===== config.mk =====
export PLATFORM = sky130hd
export DESIGN_NAME = core_clk_en_ctrl_flat
export DESIGN_NICKNAME = d
export VERILOG_FILES = /design/src/rtl/core_clk_en_ctrl_if.sv /design/src/rtl/core_clk_en_ctrl.sv /design/src/flat_wrapper.sv
export SDC_FILE = /design/constraint.sdc
export NUM_CORES = 1
export LEC_CHECK = 0
export BUFFER_PORTS_ARGS = -buffer_cell sky130_fd_sc_hd__buf_4
export CORE_ASPECT_RATIO = 1.4
export CORE_MARGIN = 1
export CORE_UTILIZATION = 25
export DETAILED_ROUTE_END_ITERATION = 10
export SLEW_MARGIN = 20
export SYNTH_ARGS = -nofsm -noshare
export SYNTH_HDL_FRONTEND = slang
export SYNTH_SLANG_ARGS = --single-unit
export TNS_END_PERCENT = 100

===== constraint.sdc =====
create_clock -name clk_i -period 1.7 [get_ports clk_i]
set_clock_uncertainty 0.15 [all_clocks]
set_input_delay 0.255 -clock clk_i [delete_from_list [all_inputs] [get_ports clk_i]]
set_output_delay 0.255 -clock clk_i [all_outputs]
set_load 0.02 [all_outputs]

===== src/rtl/core_clk_en_ctrl_if.sv =====
// core_clk_en_ctrl_if: sleep handshake, event, mask and debug signals between the core side and the clock-enable controller
interface core_clk_en_ctrl_if #(parameter int NUM_EVT = 8);
  logic core_sleep_i;
  logic clock_en_o;
  logic [NUM_EVT-1:0] evt_i;
  logic [NUM_EVT-1:0] evt_clr_i;
  logic mask_we_i;
  logic [NUM_EVT-1:0] mask_wdata_i;
  logic [NUM_EVT-1:0] pending_o;
  logic [NUM_EVT-1:0] mask_o;
  logic debug_req_i;
  logic debug_req_o;
  logic irq_o;
  logic asleep_o;
  logic [31:0] sleep_cycles_o;
  modport slave (
    input  core_sleep_i, evt_i, evt_clr_i, mask_we_i, mask_wdata_i, debug_req_i,
    output clock_en_o, pending_o, mask_o, debug_req_o, irq_o, asleep_o, sleep_cycles_o
  );
  modport master (
    output core_sleep_i, evt_i, evt_clr_i, mask_we_i, mask_wdata_i, debug_req_i,
    input  clock_en_o, pending_o, mask_o, debug_req_o, irq_o, asleep_o, sleep_cycles_o
  );
endinterface


===== src/rtl/core_clk_en_ctrl.sv =====
// core_clk_en_ctrl: core clock-enable/sleep responder with event buffering; CORE_CLK_EN_CTRL_STATS_EN adds a saturating sleep-cycle counter
module core_clk_en_ctrl #(
  parameter int NUM_EVT = 8,
  parameter int WAKE_CYCLES = 2,
  parameter logic [NUM_EVT-1:0] MASK_RST = '0
) (
  input logic clk_i,
  input logic rst_i,
  core_clk_en_ctrl_if.slave bus
);
  typedef enum logic [1:0] {RUN, SLEEP, WAKE} state_t;
  state_t state_q;
  logic [NUM_EVT-1:0] pending_q, mask_q;
  logic [3:0] wcnt_q;
  logic evt_hit, wake_src, release_ok;
  assign evt_hit = |(pending_q & mask_q);
  assign wake_src = evt_hit | bus.debug_req_i | !bus.core_sleep_i;
  assign release_ok = state_q == RUN;
  assign bus.irq_o = release_ok & evt_hit;
  assign bus.debug_req_o = release_ok & bus.debug_req_i;
  // override keeps the core clocked whenever it is not asking to sleep
  assign bus.clock_en_o = state_q != SLEEP || !bus.core_sleep_i;
  assign bus.asleep_o = state_q == SLEEP;
  assign bus.pending_o = pending_q;
  assign bus.mask_o = mask_q;
  always_ff @(posedge clk_i) begin
    if (rst_i) begin
      state_q <= RUN;
      pending_q <= '0;
      mask_q <= MASK_RST;
      wcnt_q <= '0;
    end else begin
      pending_q <= (pending_q & ~bus.evt_clr_i) | bus.evt_i;
      if (bus.mask_we_i) mask_q <= bus.mask_wdata_i;
      case (state_q)
        RUN: if (bus.core_sleep_i && !evt_hit && !bus.debug_req_i) state_q <= SLEEP;
        SLEEP: if (wake_src) begin
          state_q <= WAKE;
          wcnt_q <= 4'(WAKE_CYCLES - 1);
        end
        WAKE: if (wcnt_q == '0) state_q <= RUN; else wcnt_q <= wcnt_q - 4'd1;
        default: state_q <= RUN;
      endcase
    end
  end
`ifdef CORE_CLK_EN_CTRL_STATS_EN
  logic [31:0] sleep_cnt_q;
  always_ff @(posedge clk_i) begin
    if (rst_i) sleep_cnt_q <= '0;
    else if (state_q == SLEEP && sleep_cnt_q != '1) sleep_cnt_q <= sleep_cnt_q + 32'd1;
  end
  assign bus.sleep_cycles_o = sleep_cnt_q;
`else
  assign bus.sleep_cycles_o = '0;
`endif
endmodule


===== src/flat_wrapper.sv =====
// flat-port wrapper written by rule: the top's interface ports become plain ports
module core_clk_en_ctrl_flat 
#(
  parameter int NUM_EVT = 8,
  parameter int WAKE_CYCLES = 2,
  parameter logic [NUM_EVT-1:0] MASK_RST = '0
)
  (clk_i, rst_i, bus_core_sleep_i, bus_evt_i, bus_evt_clr_i, bus_mask_we_i, bus_mask_wdata_i, bus_debug_req_i, bus_clock_en_o, bus_pending_o, bus_mask_o, bus_debug_req_o, bus_irq_o, bus_asleep_o, bus_sleep_cycles_o);
  core_clk_en_ctrl_if #(.NUM_EVT(NUM_EVT)) bus_i ();
  input logic clk_i;
  input logic rst_i;
  input wire logic [$bits(bus_i.core_sleep_i)-1:0] bus_core_sleep_i;
  input wire logic [$bits(bus_i.evt_i)-1:0] bus_evt_i;
  input wire logic [$bits(bus_i.evt_clr_i)-1:0] bus_evt_clr_i;
  input wire logic [$bits(bus_i.mask_we_i)-1:0] bus_mask_we_i;
  input wire logic [$bits(bus_i.mask_wdata_i)-1:0] bus_mask_wdata_i;
  input wire logic [$bits(bus_i.debug_req_i)-1:0] bus_debug_req_i;
  output wire logic [$bits(bus_i.clock_en_o)-1:0] bus_clock_en_o;
  output wire logic [$bits(bus_i.pending_o)-1:0] bus_pending_o;
  output wire logic [$bits(bus_i.mask_o)-1:0] bus_mask_o;
  output wire logic [$bits(bus_i.debug_req_o)-1:0] bus_debug_req_o;
  output wire logic [$bits(bus_i.irq_o)-1:0] bus_irq_o;
  output wire logic [$bits(bus_i.asleep_o)-1:0] bus_asleep_o;
  output wire logic [$bits(bus_i.sleep_cycles_o)-1:0] bus_sleep_cycles_o;
  assign bus_i.core_sleep_i = bus_core_sleep_i;
  assign bus_i.evt_i = bus_evt_i;
  assign bus_i.evt_clr_i = bus_evt_clr_i;
  assign bus_i.mask_we_i = bus_mask_we_i;
  assign bus_i.mask_wdata_i = bus_mask_wdata_i;
  assign bus_i.debug_req_i = bus_debug_req_i;
  assign bus_clock_en_o = bus_i.clock_en_o;
  assign bus_pending_o = bus_i.pending_o;
  assign bus_mask_o = bus_i.mask_o;
  assign bus_debug_req_o = bus_i.debug_req_o;
  assign bus_irq_o = bus_i.irq_o;
  assign bus_asleep_o = bus_i.asleep_o;
  assign bus_sleep_cycles_o = bus_i.sleep_cycles_o;
  core_clk_en_ctrl #(.NUM_EVT(NUM_EVT), .WAKE_CYCLES(WAKE_CYCLES), .MASK_RST(MASK_RST)) u_core (.clk_i(clk_i), .rst_i(rst_i), .bus(bus_i));
endmodule

==> impl_metrics.ini <==
[outcome]
status = finished with violations
violations = setup timing

[setup_path]
worst_r2r_path_depth = 5
cp.buffers_inverters = 1
reg2reg_from = u_core.state_q[1]
crit_start = u_core.bus.pending_o[6]
rrSetupSlack_ns = 0.07
cp-start-kind = flip-flop
rr_endpoint = u_core.wcnt_q[3]
cp_num_cells = 4
cp_slowest_cell = dfxtp_2
cp-end-kind = output pin
cp.arrival_ns = 1.37
setup.worst_path.end = bus_irq_o
worstPathCellList = a22o_1 -> a221oi_4 -> a211oi_2 -> buf_4
critPathMaxFanout = 2
max_stage_delay_ns = 0.32
required_ns = 1.29
worst_path_dominant_cell_family = compound AO/OA/AOI/OAI gates
crit_type = flip-flop to output pin

[route]
wl_met1_microns = 1056
postRouteWirelength_microns = 2571
vias_per_cell = 4.031
wire_per_inst_microns = 9.813
dr.first_iter.drc_count = 17
drc_errors = 0
vias = 1056
wl_met3_microns = 197
wl_met2_microns = 1288
drtPass1Iterations = 4
routed.top_layer = met4
ant_nets = 0

[synth]
synth_most_common_cell = buf_4
synth_fa_ha_area_share_pct = 1.013
ys_top_cells_by_area = dfxtp_1 (36%), buf_4 (19%), mux2i_1 (6.5%), nor2_1 (5.5%), a21oi_1 (4.5%)
synth_xor_area_share_pct = 0
yosys_most_used_dff = dfxtp_1
synthesis.area_sq_um = 1235
yosysUniqueCellTypes = 32
yosys.area.top_type = dfxtp_1
yosysWarnings = 0
ys_top_cells_by_count = buf_4 (32), dfxtp_1 (22), nor2_1 (18)
async_flop_share_pct = 0
synth_top_family_by_area = buffers and inverters
netlist.area_leader.share_pct = 35.66
synth_seq_area_share_pct = 35.66
synthMuxAreaShare_pct = 7.700
synthSimpleGateAreaFrac_pct = 16.62
synth-edff-count = 0
syn_inst = 145
synth-seq-cells = 22
synth_compound_area_share_pct = 13.48
syn_area_per_cell_sq_um = 8.517

[sta]
final_max_slew_viol_count = 0
finalCritPeriodShare_pct = 104.3
setup_viol = 1
grt_setup_unrepaired = true
layout_setup_ws_ns = -0.07277
fin_hold_ws_ns = 0.04716
hold_viol_final = 0
setup_tns_ns = -0.07277
clock.fmax_mhz = 564.1
finalCriticalPeriod_ns = 1.773

[power]
p_clk_share_pct = 29.5
switchingPower_w = 0.0003683
p_comb_share_pct = 25.0
p_total_w = 0.001251
p_sw_share_pct = 29.44
power_density_nw_per_um2 = 747.9
intPower_w = 0.0008829
max-vdd-ir-drop_mv = 0.4019
seq_power_share_pct = 45.5
power_leakage_nw = 0.8291

[global_route]
antenna_found_initial = 0
grt_max_degree = 24
first_global_vias = 939
grt.total_usage_pct = 10.40
grt_pass1_wl_microns = 4160
grt_remaining_overflow = 0

[placed_design]
gp_congestion = 0.8383
dp_hpwl_microns = 2029
port_buffers = 48
place_inst = 253
placedInstanceArea_sq_um = 1549

[clock_tree]
cts_tree = yes
clk_pin_slew_worst_paths_ns = 0.08
insertion_delay_ns = 0.26
clockBufferDepth = 2
cts_inserted_buffers = 3
cts-root-buf = clkbuf_8
htree_levels = 1
clkSinkCount = 22

[die]
dieArea_sq_um = 5229
coreArea_sq_um = 4644
die_x_microns = 61.40
initial_utilization_pct = 26.59
io_pins = 81
std_cell_rows = 29
die_y_microns = 85.16

[cells_and_area]
nets = 231
nFillCells = 514
fin_cells = 262
stdcell_area_sq_um = 1673
drive_gt1_share_pct = 38.00
syn_to_final_growth_pct = 35.46
diodes = 0

[min_path]
hp-class = input pin to flip-flop
whs_path_depth = 3

[job]
cap_violations = 0
metal layers:
layer / GRT usage [%] / up-vias
met2: 17.59 / 52
met4: 4.040 / 0
met3: 2.287 / 2
li1: - / 529
met5: 0 / -
met1: 12.42 / 473
cells in the final DEF (no fill, tap or decap):
master    netlist  final
nor3b_1         1      1
inv_2           0      1
ha_1            1      1
conb_1          1     32
nand4b_1        1      1
nor3_1          3      3
nand2b_4        1      1
a41o_1          1      1
clkbuf_8        0      4
and2b_1         1      1
o21bai_1        1      1
or2b_1          1      1
a21oi_1        11     11
a22o_1          2      2
buf_4          32     56
o21ai_2         0      1
a21oi_2         1      1
a221oi_2        2      1
or4_4           1      1
dfxtp_4         0      1
nor2_1         18     18
nand3b_1        1      1
nand4_1         3      3
mux2i_1         8      8
a221oi_4        0      1
a31oi_1         3      3
mux2_4          1      1
inv_1          13     12
nand2_1         4      4
dfxtp_2         0      6
o22ai_1         1      1
a211oi_2        0      1
dfxtp_1        22     15
nand2b_1        4      4
power by group through the flow:
stage | logic [W] | clock network (W) | registers (W)
2_1_floorplan | 0.000207 | 0 | 0.000603
3_5_place_dp | 0.000299 | 0 | 0.000580
5_1_grt | 0.000339 | 0.000414 | 0.000574
3_3_place_gp | 0.000296 | 0 | 0.000579
6_report | 0.000313 | 0.000369 | 0.000569
4_1_cts | 0.000312 | 0.000382 | 0.000568
registers in the layout, summed over array words and instances (netlist names):
register	count
u_core.bus.mask_o	8
u_core.bus.pending_o	8
u_core.state_q	2
u_core.wcnt_q	4
per-stage QoR:
| step | utilization [%] | worst slack (ns) |
|---|---|---|
| after detailed placement | 33.35 | 0.1084 |
| after floorplan | - | 0.01115 |
| after CTS | 35.56 | -0.1101 |
| after global routing | 36.02 | -0.1486 |
| after global placement | 33.35 | 0.1264 |
| final | 36.02 | -0.07277 |
kinds of logic after synthesis:
group | Yosys count
simple gates | 39
flops | 22
compound gates | 24
other cells | 1
mux | 9
fa+ha+maj | 1
buf+inv | 49
worst min path at each step:
stage	endpoint	from	slack, ns
finish	u_core.bus.pending_o[2]	bus_evt_i[2]	0.05
global route	u_core.bus.pending_o[4]	bus_evt_i[4]	0.04
CTS	u_core.bus.pending_o[2]	bus_evt_i[2]	0.05
detailed placement	u_core.bus.pending_o[0]	bus_evt_i[0]	0.32
global placement	u_core.bus.pending_o[7]	bus_evt_i[7]	0.31
floorplan	u_core.wcnt_q[2]	rst_i	0.22
worst min-delay path, delay by kind of cell:
family	cells	cell delay [ns]
buffers and inverters	1	0.07
AND/OR/NAND/NOR	1	0.07
AO/OA/AOI/OAI	1	0.03
final cells by class:
type | count | area (sq um) | share of cell area (%)
Sequential cell | 22 | 451.7 | 27.00
Tap cell | 62 | 77.57 | 4.637
Clock buffer | 4 | 55.05 | 3.291
Timing Repair Buffer | 56 | 420.4 | 25.13
Inverter | 13 | 48.80 | 2.917
Multi-Input combinational cell | 105 | 619.3 | 37.02
what timing repair did:
action,4_1_cts,5_1_grt
buffers inserted,5,3
setup endpoints to repair,2,5
gates resized for setup,5,7
pin swaps,2,5
hold buffers,0,0
No activity file was read; power rests on OpenSTA's default activity.
